===== config.mk =====
export PLATFORM = sky130hd
export DESIGN_NAME = peripheral_dbg_soc_osd_timestamp_capture
export DESIGN_NICKNAME = d
export VERILOG_FILES = /design/src/rtl/peripheral_dbg_soc_osd_timestamp_pkg.sv /design/src/rtl/peripheral_dbg_soc_osd_timestamp_fifo.sv /design/src/rtl/peripheral_dbg_soc_osd_timestamp_capture.sv
export SDC_FILE = /design/constraint.sdc
export NUM_CORES = 1
export LEC_CHECK = 0
export CORE_MARGIN = 5
export CORE_UTILIZATION = 45
export DETAILED_ROUTE_END_ITERATION = 6
export HOLD_SLACK_MARGIN = 0.05
export PLACE_DENSITY = 0.66
export SYNTH_ARGS = -nofsm -noshare
export SYNTH_HDL_FRONTEND = slang
export SYNTH_SLANG_ARGS = --single-unit

===== constraint.sdc =====
create_clock -name clk -period 7.3 [get_ports clk]
set_input_delay 1.46 -clock clk [delete_from_list [all_inputs] [get_ports clk]]
set_output_delay 1.46 -clock clk [all_outputs]
set_load 0.02 [all_outputs]

===== src/rtl/peripheral_dbg_soc_osd_timestamp_pkg.sv =====
`default_nettype none
// ============================================================================
// Module   : peripheral_dbg_soc_osd_timestamp_pkg
// Brief    : Shared constants for the debug timestamp capture block. It holds
//            the default widths and the bit positions of the per-record flags.
// Revision : 1.0 - initial release
// ============================================================================
package peripheral_dbg_soc_osd_timestamp_pkg;

  // Default timestamp width. It must match the free-running counter.
  localparam int TS_WIDTH   = 16;
  // Default width of the saturating dropped-event counter.
  localparam int DROP_WIDTH = 8;

  // Flag field stored in the low bits of each FIFO entry.
  localparam int FLAG_WRAP  = 0;
  localparam int FLAG_LOST  = 1;
  localparam int FLAG_WIDTH = 2;

endpackage : peripheral_dbg_soc_osd_timestamp_pkg
`default_nettype wire


===== src/rtl/peripheral_dbg_soc_osd_timestamp_fifo.sv =====
`default_nettype none
// ============================================================================
// Module   : peripheral_dbg_soc_osd_timestamp_fifo
// Brief    : Generic synchronous first-word-fall-through FIFO. The head entry
//            is always visible on data_o while empty_o is low. A push into a
//            full FIFO is accepted only when a pop happens in the same cycle.
// Revision : 1.0 - initial release
// ============================================================================
module peripheral_dbg_soc_osd_timestamp_fifo #(
  parameter int WIDTH = 8,
  parameter int DEPTH = 4
) (
  input  logic             clk,
  input  logic             rst,
  input  logic             push_i,
  input  logic [WIDTH-1:0] data_i,
  input  logic             pop_i,
  output logic [WIDTH-1:0] data_o,
  output logic             full_o,
  output logic             empty_o
);

  localparam int AW = $clog2(DEPTH);

  localparam logic [AW-1:0] c_PTR_ONE = AW'(1);
  localparam logic [AW:0]   c_CNT_ONE = (AW + 1)'(1);
  localparam logic [AW:0]   c_CNT_MAX = (AW + 1)'(DEPTH);

  logic [WIDTH-1:0] mem_q [DEPTH];
  logic [AW-1:0]    wptr_q;
  logic [AW-1:0]    rptr_q;
  logic [AW:0]      count_q;

  logic             w_do_push;
  logic             w_do_pop;

  assign empty_o   = (count_q == '0);
  assign full_o    = (count_q == c_CNT_MAX);
  assign w_do_pop  = pop_i && !empty_o;
  // When full, the slot under wptr is the head; it frees up as it is popped.
  assign w_do_push = push_i && (!full_o || w_do_pop);
  assign data_o    = mem_q[rptr_q];

  // Storage array; contents need no reset because count gates visibility.
  always_ff @(posedge clk) begin
    if (w_do_push) begin
      mem_q[wptr_q] <= data_i;
    end
  end

  // Pointer and occupancy bookkeeping.
  always_ff @(posedge clk) begin
    if (rst) begin
      wptr_q  <= '0;
      rptr_q  <= '0;
      count_q <= '0;
    end else begin
      if (w_do_push) begin
        wptr_q <= wptr_q + c_PTR_ONE;
      end
      if (w_do_pop) begin
        rptr_q <= rptr_q + c_PTR_ONE;
      end
      case ({w_do_push, w_do_pop})
        2'b10:   count_q <= count_q + c_CNT_ONE;
        2'b01:   count_q <= count_q - c_CNT_ONE;
        default: count_q <= count_q;
      endcase
    end
  end

endmodule : peripheral_dbg_soc_osd_timestamp_fifo
`default_nettype wire


===== src/rtl/peripheral_dbg_soc_osd_timestamp_capture.sv =====
`default_nettype none
// ============================================================================
// Module   : peripheral_dbg_soc_osd_timestamp_capture
// Brief    : Samples the debug timestamp on each trace event, tags the record
//            with wrap / lost flags and buffers it for the debug packetizer.
//            Rejected events bump a saturating dropped-event counter.
//            Define PERIPHERAL_DBG_SOC_OSD_TIMESTAMP_DELTA_EN to emit each
//            timestamp as a delta from the previously popped record.
// Revision : 1.0 - initial release
// ============================================================================
module peripheral_dbg_soc_osd_timestamp_capture #(
  parameter int WIDTH      = peripheral_dbg_soc_osd_timestamp_pkg::TS_WIDTH,
  parameter int DATA_WIDTH = 16,
  parameter int DEPTH      = 4,
  parameter int DROP_WIDTH = peripheral_dbg_soc_osd_timestamp_pkg::DROP_WIDTH
) (
  input  logic                  clk,
  input  logic                  rst,
  input  logic [WIDTH-1:0]      timestamp,
  input  logic                  event_valid,
  input  logic [DATA_WIDTH-1:0] event_data,
  output logic                  out_valid,
  input  logic                  out_ready,
  output logic [WIDTH-1:0]      out_timestamp,
  output logic [DATA_WIDTH-1:0] out_data,
  output logic                  out_wrap,
  output logic                  out_lost,
  output logic [DROP_WIDTH-1:0] dropped_count
);

  import peripheral_dbg_soc_osd_timestamp_pkg::*;

  localparam int EW = WIDTH + DATA_WIDTH + FLAG_WIDTH;

  localparam logic [DROP_WIDTH-1:0] c_DROP_ONE = DROP_WIDTH'(1);
  localparam logic [DROP_WIDTH-1:0] c_DROP_MAX = {DROP_WIDTH{1'b1}};

  // Capture-side state.
  logic [WIDTH-1:0]      last_ts_q,      last_ts_d;
  logic                  first_flag_q,   first_flag_d;
  logic                  lost_pending_q, lost_pending_d;
  logic [DROP_WIDTH-1:0] dropped_q,      dropped_d;

  logic                  w_full;
  logic                  w_empty;
  logic                  w_pop;
  logic                  w_accept;
  logic                  w_wrap;
  logic [FLAG_WIDTH-1:0] w_push_flags;
  logic [EW-1:0]         w_push_entry;
  logic [EW-1:0]         w_head;
  logic [WIDTH-1:0]      w_head_ts;
  logic [DATA_WIDTH-1:0] w_head_data;
  logic [FLAG_WIDTH-1:0] w_head_flags;
  logic [WIDTH-1:0]      w_out_ts;

  assign w_pop    = !w_empty && out_ready;
  // A full FIFO still takes the event when the head leaves in the same cycle.
  assign w_accept = event_valid && (!w_full || w_pop);
  // Wrap is only meaningful once a previous capture exists.
  assign w_wrap   = !first_flag_q && (timestamp < last_ts_q);

  // Flag field of the entry being pushed.
  always_comb begin
    w_push_flags            = '0;
    w_push_flags[FLAG_WRAP] = w_wrap;
    w_push_flags[FLAG_LOST] = lost_pending_q;
  end

  assign w_push_entry = {timestamp, event_data, w_push_flags};

  peripheral_dbg_soc_osd_timestamp_fifo #(
    .WIDTH (EW),
    .DEPTH (DEPTH)
  ) u_fifo (
    .clk     (clk),
    .rst     (rst),
    .push_i  (w_accept),
    .data_i  (w_push_entry),
    .pop_i   (w_pop),
    .data_o  (w_head),
    .full_o  (w_full),
    .empty_o (w_empty)
  );

  assign w_head_ts    = w_head[EW-1 -: WIDTH];
  assign w_head_data  = w_head[FLAG_WIDTH +: DATA_WIDTH];
  assign w_head_flags = w_head[FLAG_WIDTH-1:0];

  // Next-state for capture bookkeeping: accept clears, reject records a loss.
  always_comb begin
    last_ts_d      = last_ts_q;
    first_flag_d   = first_flag_q;
    lost_pending_d = lost_pending_q;
    dropped_d      = dropped_q;
    if (w_accept) begin
      last_ts_d      = timestamp;
      first_flag_d   = 1'b0;
      lost_pending_d = 1'b0;
    end else if (event_valid) begin
      lost_pending_d = 1'b1;
      if (dropped_q != c_DROP_MAX) begin
        dropped_d = dropped_q + c_DROP_ONE;
      end
    end
  end

  // Capture bookkeeping registers.
  always_ff @(posedge clk) begin
    if (rst) begin
      last_ts_q      <= '0;
      first_flag_q   <= 1'b1;
      lost_pending_q <= 1'b0;
      dropped_q      <= '0;
    end else begin
      last_ts_q      <= last_ts_d;
      first_flag_q   <= first_flag_d;
      lost_pending_q <= lost_pending_d;
      dropped_q      <= dropped_d;
    end
  end

`ifdef PERIPHERAL_DBG_SOC_OSD_TIMESTAMP_DELTA_EN
  logic [WIDTH-1:0] last_popped_q;

  // Reference point for delta output; zero after reset so the first record is absolute.
  always_ff @(posedge clk) begin
    if (rst) begin
      last_popped_q <= '0;
    end else if (w_pop) begin
      last_popped_q <= w_head_ts;
    end
  end

  assign w_out_ts = w_head_ts - last_popped_q;
`else
  assign w_out_ts = w_head_ts;
`endif

  // Head entry is presented directly; fields read zero while nothing is buffered.
  assign out_valid     = !w_empty;
  assign out_timestamp = w_empty ? '0 : w_out_ts;
  assign out_data      = w_empty ? '0 : w_head_data;
  assign out_wrap      = w_empty ? 1'b0 : w_head_flags[FLAG_WRAP];
  assign out_lost      = w_empty ? 1'b0 : w_head_flags[FLAG_LOST];
  assign dropped_count = dropped_q;

endmodule : peripheral_dbg_soc_osd_timestamp_capture
`default_nettype wire

==> impl_metrics.yaml, run 1 <==
setup_path:
  cp-end-kind: "output pin"
  crit_required_ns: 5.84
  cp_max_fo: 34
  worst-setup-path-type: "register to output pin"
  arrival_ns: 2.64
  reg2reg_depth: 10
  critPathLaunchType: "register"
drt:
  ant_nets: 0
  wl_met3_um: 846
  wl_met2_um: 6610
  drt-total-wl_um: 12800
  met1Wirelength_um: 5280
  routedWlPerCell_um: 17.9
  drc_errors: 0
  via_per_inst: 5.29
  dr.max_layer_used: "met4"
  drt-initial-drc-count: 275
  drtPass1Iterations: 4
  vias: 3780
run:
  drv_cap: 0
die:
  io_pins: 79
  design.die.area_um2: 18000
  fp.dieW_um: 134
  start_util_pct: 45.7
  core_um2: 15100
  die_h_um: 134
  placementRows: 45
global_route:
  grt_max_degree: 36
  grt_pass1_vias: 4028
  grt_pass1_wl_um: 20800
  grt-ovfl-total: 0
  antenna_found_initial: 0
  grt_usage_pct: 15.3
timing:
  clock_skew_ns: 0.00685
  timing.final.ws_setup_ns: 3.20
  min_period_ns: 4.10
  hold_violations: 0
  rsz0062_at_grt: "false"
  fin_setup_tns_ns: 0
  fmax_mhz: 244
  setup_violations: 0
  worstMarginPinSlew_ns: 0.973
  relSlewSlack_pct: 35.2
  slew_violations: 0
  min_period_over_period_pct: 56.1
synth:
  syn_area_per_cell_um2: 16.0
  synth_cell_types: 32
  ys.warnings.count: 0
  ys_ff_latch: 171
  ys_top_cells_by_area: "edfxtp_1, mux4_2, dfxtp_1"
  synthFlopType: "edfxtp_1"
  yosys.area.top_type: "edfxtp_1"
  synthCells: 432
  syn_nets: 490
  synth_edf_count: 136
  yosysSeqAreaShare_pct: 69.2
  yosysTopAreaCellShare_pct: 59.0
  netlist_area_um2: 6920
  async_flop_share_pct: 0
power_and_ir_drop:
  powerDensity_nw_per_um2: 341
  leakage_nw: 2.83
  peakVddDrop_uv: 261
  finalPower_mw: 2.89
layout:
  final_common_cell: "edfxtp_1"
  fill_cells: 1172
  drive_gt1_share_pct: 13.3
  layout_common_cells: "edfxtp_1, clkdlybuf4s50_1, nand2_1"
  final_nets: 572
  area_growth_syn_to_layout_pct: 22.6
  diodes: 0
  final_cells: 714
  final_util_pct: 56.0
placement:
  dpl_worst_slack_ns: 3.02
  place_inst: 683
  io_buffers: 78
  hpwlAfterDp_um: 7820
  gp_congestion: 0.742
clock_network:
  clock_latency_ns: 0.42
  cts_tree: "built"
  cts_made_buffers: 17
  post_cts_buffers: 0
  path_clk_slew_ns: 0.06
  cts.repair.resized: 0
  htreeDepth: 4
  holdBufCountCts: 0
  clockBufferDepth: 2
  clock_sinks: 171
  root_buffer: "clkbuf_16"
outcome:
  status: "complete, no violations"
worst_hold_path:
  hold_depth: 2
  min_path_type: "register to register"
per-layer routing:
| metal | up-vias | track usage (%) |
|---|---|---|
| li1 | 1789 | - |
| met1 | 1878 | 19.2 |
| met2 | 111 | 25.6 |
| met3 | 2 | 4.99 |
| met4 | 0 | 4.46 |
| met5 | - | 0 |
per-stage QoR:
step / instance area [um2] / hold WS (ns)
after CTS: 8480 / 0.456
after global routing: 8480 / 0.471
after floorplan: 6920 / 0.427
final: 8480 / 0.454
after global placement: 7890 / 0.441
after detailed placement: 7890 / 0.446
Yosys cell counts (all sizes together) (5+ instances only):
library cell / n
nand2: 38
edfxtp: 136
ha: 21
clkbuf: 14
inv: 21
or3: 5
and2: 39
nor2: 13
o21ai: 8
dfxtp: 35
a21oi: 29
mux4: 34
buf: 5
xor2: 6
cell type report:
cell class / count / area [um2] / area share, %
Sequential cell: 171 / 4790 / 56.4
Multi-Input combinational cell: 221 / 1980 / 23.4
Timing Repair Buffer: 82 / 811 / 9.56
Clock buffer: 21 / 440 / 5.19
Tap cell: 188 / 235 / 2.77
Clock inverter: 10 / 149 / 1.76
Inverter: 21 / 78.8 / 0.929
worst paths after layout:
path                                        from                        endpoint  slack, ns
hold reg to reg        last_ts_q[2]$_SDFFE_PP0P_       last_ts_q[2]$_SDFFE_PP0P_       0.45
setup / recovery                        register                out_timestamp[9]       3.20
hold / removal         last_ts_q[2]$_SDFFE_PP0P_       last_ts_q[2]$_SDFFE_PP0P_       0.45
setup reg to reg  u_fifo.count_q[0]$_SDFFE_PP0P_  u_fifo.count_q[2]$_SDFFE_PP0P_       4.55
registers in the layout, summed over array words and instances (netlist names), named ones only:
name and cells:
dropped_count 8, lost_pending_q 1, u_fifo.wptr_q 2, last_ts_q 16, u_fifo.rptr_q 2, u_fifo.count_q 3, first_flag_q 1, u_fifo.mem_q 136
logic make-up after synthesis:
logic type,share of synthesized area [%]
AOI/OAI and AO/OA,3.73
xor gates and xnor gates,1.01
adders and majority gates,4.09
buffers and inverters,2.26
DFF,69.2
muxes,11.4
and+or+nand+nor,8.39
power by group:
| group | leakage, nW | total [mW] | internal (mW) | switching [mW] |
|---|---|---|---|---|
| sequential | 1.54 | 1.17 | 1.14 | 0.0373 |
| combinational | 1.01 | 0.821 | 0.402 | 0.418 |
| clock | 0.285 | 0.899 | 0.566 | 0.333 |
worst max-delay path: stages (launching register included):
cell and delay, ns:
dfxtp_2 0.31, buf_4 0.53, mux4_2 0.60, and2_1 0.20, clkdlybuf4s50_1 0.54
No activity file was read; power rests on OpenSTA's default activity.
==> run 2, diff against run 1 <==
- clock period: 7.3 -> 4.05 ns (I/O delays scaled with it)
==> impl_metrics.yaml, run 2 (synthesis results as in run 1) <==
power_and_ir_drop:
  combPwrFrac_pct: 29.4
  peakVddDrop_uv: 380
  clock_power_share_pct: 28.3
  switching_share_pct: 28.4
  internal_power_mw: 3.62
  leakage_nw: 2.83
  finalPower_mw: 5.05
  power.switching_mw: 1.43
  pwr-share-seq_pct: 42.3
  powerDensity_nw_per_um2: 596
clock_network:
  post_cts_buffers: 0
  clockBufferDepth: 2
  cts.repair.resized: 0
  root_buffer: "clkbuf_16"
  cts_made_buffers: 17
  htreeDepth: 4
  cts_tree: "built"
  clock_latency_ns: 0.42
  holdBufCountCts: 0
  path_clk_slew_ns: 0.06
  clock_sinks: 171
drt:
  vias: 3769
  via_per_inst: 5.23
  drc_errors: 0
  drtPass1Iterations: 6
  ant_nets: 0
  drt-initial-drc-count: 224
  drt-total-wl_um: 12800
  routedWlPerCell_um: 17.8
die:
  io_pins: 79
  die_h_um: 134
  start_util_pct: 45.7
  placementRows: 45
  core_um2: 15100
  design.die.area_um2: 18000
  fp.dieW_um: 134
timing:
  slew_violations: 0
  fmax_mhz: 294
  min_period_ns: 3.40
  clock_skew_ns: 0.00731
  fin_setup_tns_ns: 0
  rsz0062_at_grt: "false"
  min_period_over_period_pct: 83.9
  relSlewSlack_pct: 54.0
  hold_violations: 0
  worstMarginPinSlew_ns: 0.690
  setup_violations: 0
layout:
  drive_gt1_share_pct: 13.9
  layout_common_cells: "edfxtp_1, clkdlybuf4s50_1, nand2_1"
  fin_area_um2: 8470
  final_nets: 577
  largest_register_ff_count: 136
  final_common_cell: "edfxtp_1"
  diodes: 0
  area_growth_syn_to_layout_pct: 22.5
  top_register: "u_fifo.mem_q"
global_route:
  grt_max_degree: 38
  grt-ovfl-total: 0
  grt_usage_pct: 15.0
  antenna_found_initial: 0
  grt_pass1_wl_um: 20700
  grt_pass1_vias: 3915
worst_hold_path:
  min_path_type: "register to register"
setup_path:
  arrival_ns: 2.59
  worst-setup-path-type: "register to output pin"
  crit_required_ns: 3.24
  cp-end-kind: "output pin"
  cp_max_fo: 24
  rrSetupSlack_ns: 1.47
  critPathLaunchType: "register"
run:
  drv_cap: 0
placement:
  placed_cell_area_um2: 7960
  io_buffers: 78
  gp_congestion: 0.766
  hpwlAfterDp_um: 8270
outcome:
  status: "complete, no violations"
run 2: changes by cell type in the layout (fill, tap and decap cells not counted), moves of 2 or more:
cell	change
buf_4	+3
buf_12	+2
clkinvlp_4	+2
clkinv_1	+3
bufinv_16	-3
run 2: layout make-up:
class,instances,area (um2)
Clock buffer,20,437
Clock inverter,12,81.3
Fill cell,1187,6670
Inverter,21,78.8
Multi-Input combinational cell,221,1980
Sequential cell,171,4790
Tap cell,188,235
Timing Repair Buffer,87,873
run 2: final timing paths:
| kind | from | endpoint | depth (start not counted) |
|---|---|---|---|
| worst max-delay path | register | out_timestamp[1] | 4 |
| worst min-delay path | last_ts_q[4]$_SDFFE_PP0P_ | last_ts_q[4]$_SDFFE_PP0P_ | 2 |
| worst max register to register | u_fifo.count_q[0]$_SDFFE_PP0P_ | u_fifo.count_q[2]$_SDFFE_PP0P_ | 9 |
| worst min register to register | last_ts_q[4]$_SDFFE_PP0P_ | last_ts_q[4]$_SDFFE_PP0P_ | 2 |
run 2: critical path: stages (launching register included):
cell	delay (ns)
dfxtp_2	0.59
buf_12	0.28
mux4_2	0.53
and2_1	0.20
clkdlybuf4s50_1	0.54
run 2: power groups by stage:
stage / combinational [mW] / sequential [mW] / clock, mW
6_report: 1.48 / 2.13 / 1.43
4_1_cts: 1.51 / 2.14 / 1.46
3_5_place_dp: 1.51 / 2.18 / 0
5_1_grt: 1.60 / 2.15 / 1.54
3_3_place_gp: 1.50 / 2.17 / 0
2_1_floorplan: 0.917 / 2.12 / 0
run 2: through the flow:
stage | util (%) | hold WS [ns] | setup slack (ns) | std cells
finish | 56.0 | 0.454 | 0.653 | 720
global route | 56.0 | 0.475 | 0.489 | 720
CTS | 56.0 | 0.457 | 0.579 | 720
detailed placement | 52.5 | 0.441 | 0.584 | 688
global placement | 52.5 | 0.436 | 0.711 | 688
floorplan | - | 0.427 | 1.22 | 432
run 2: routing by layer:
metal  GRT usage [%]  share of wire [%]  vias up
met5               0                  0        -
met4            4.63                1.1        0
met3            4.35                4.1       12
met2            24.5                 49       78
met1            19.7                 46     1881
li1                -                  -     1798
==> run 3, diff against run 2 <==
- clock period: 4.05 -> 3.5 ns (I/O delays scaled with it)
==> impl_metrics.yaml, run 3 (synthesis results as in run 1) <==
clock_network:
  holdBufCountCts: 0
  cts.repair.resized: 0
  path_clk_slew_ns: 0.06
  root_buffer: "clkbuf_16"
  clock_latency_ns: 0.42
  cts_tree: "built"
  clockBufferDepth: 2
  post_cts_buffers: 0
  clock_sinks: 171
  htreeDepth: 4
  cts_made_buffers: 17
die:
  io_pins: 79
  placementRows: 45
  start_util_pct: 45.7
  die_h_um: 134
  design.die.area_um2: 18000
  fp.dieW_um: 134
  core_um2: 15100
setup_path:
  worst-setup-path-type: "register to output pin"
  cp_top_family: "buffers and inverters"
  arrival_ns: 2.46
  crit_cells: 4
  reg2reg_depth: 9
  cp_max_fo: 24
  critPathLaunchType: "register"
  cp-end-kind: "output pin"
  path_buf_inv: 2
  crit_required_ns: 2.80
  slowest_stage: "mux4_2"
  reg2reg_from: "u_fifo.count_q[0]$_SDFFE_PP0P_"
  slowest_delay_ns: 0.58
  cp_cell_sequence: "buf_4 > mux4_2 > and2_1 > clkdlybuf4s50_1"
global_route:
  grt_pass1_vias: 4014
  grt_pass1_wl_um: 20900
  grt_max_degree: 38
  antenna_found_initial: 0
  grt-ovfl-total: 0
  grt_usage_pct: 15.3
timing:
  min_period_ns: 3.16
  clock_skew_ns: 0.00810
  worstMarginPinSlew_ns: 0.804
  rsz0062_at_grt: "false"
  setup_violations: 0
  relSlewSlack_pct: 46.2
  slew_violations: 0
  min_period_over_period_pct: 90.3
  hold_violations: 0
  fin_setup_tns_ns: 0
  timing.final.ws_setup_ns: 0.339
  fmax_mhz: 316
power_and_ir_drop:
  finalPower_mw: 6.03
  power.switching_mw: 1.73
  combPwrFrac_pct: 29.1
  switching_share_pct: 28.7
  powerDensity_nw_per_um2: 701
  peakVddDrop_uv: 452
  clock_power_share_pct: 30.7
  pwr-share-seq_pct: 40.3
  internal_power_mw: 4.30
  leakage_nw: 2.89
layout:
  final_nets: 580
  drive_gt1_share_pct: 15.9
  fill_cells: 1172
  largest_register_ff_count: 136
  area_growth_syn_to_layout_pct: 24.4
  layout_common_cells: "edfxtp_1, clkdlybuf4s50_1, nand2_1"
  final_common_cell: "edfxtp_1"
  fin_area_um2: 8610
  diodes: 0
  top_register: "u_fifo.mem_q"
worst_hold_path:
  worstHoldStart: "last_ts_q[8]$_SDFFE_PP0P_"
  min_path_type: "register to register"
  hold_depth: 2
drt:
  drt-total-wl_um: 12900
  vias: 3787
  drt-initial-drc-count: 174
  routedWlPerCell_um: 17.8
  drtPass1Iterations: 4
  drc_errors: 0
  via_per_inst: 5.24
  ant_nets: 0
placement:
  dpl_worst_slack_ns: 0.455
  io_buffers: 78
  hpwlAfterDp_um: 8550
  placed_cell_area_um2: 8020
  gp_congestion: 0.806
run:
  drv_cap: 0
outcome:
  status: "complete, no violations"
run 3: worst min-delay path, cell delays in order (launching register included):
cell and delay [ns]:
dfxtp_1 0.31, nand2_1 0.05, a21oi_1 0.05
run 3: path summary, 6_finish.rpt:
| path | end | slack, ns |
|---|---|---|
| hold / removal | last_ts_q[8]$_SDFFE_PP0P_ | 0.46 |
| setup / recovery | out_lost | 0.34 |
| hold reg to reg | last_ts_q[8]$_SDFFE_PP0P_ | 0.46 |
| setup reg to reg | u_fifo.count_q[2]$_SDFFE_PP0P_ | 1.07 |
run 3: power by group through the flow:
stage	combinational, mW	clock [mW]	sequential (mW)
2_1_floorplan	1.06	0	2.45
3_3_place_gp	1.78	0	2.47
3_5_place_dp	1.80	0	2.48
4_1_cts	1.80	1.89	2.43
5_1_grt	1.91	1.98	2.45
6_report	1.75	1.85	2.43
run 3: stage by stage:
stage               util [%]  hold WS [ns]  std cells
floorplan                  -         0.427        432
global placement        52.9         0.434        691
detailed placement      52.9         0.450        691
CTS                     56.8         0.458        723
global route            56.8         0.467        723
finish                  56.8         0.456        723
run 3: layer usage:
layer / global-route usage, % / up-vias / share of wire [%]
li1: - / 1807 / -
met1: 19.3 / 1884 / 43
met2: 26.2 / 85 / 51
met3: 4.05 / 11 / 4.6
met4: 4.69 / 0 / 0.99
met5: 0 / - / 0
run 3: layout make-up:
type	instances	area, um2	area share (%)
clock buffers	18	429	4.99
clock inverters	14	160	1.86
inverters	21	78.8	0.916
multi-input cells	221	1980	23.0
flip-flops and latches	171	4790	55.6
well taps	188	235	2.73
repair buffers	90	933	10.8
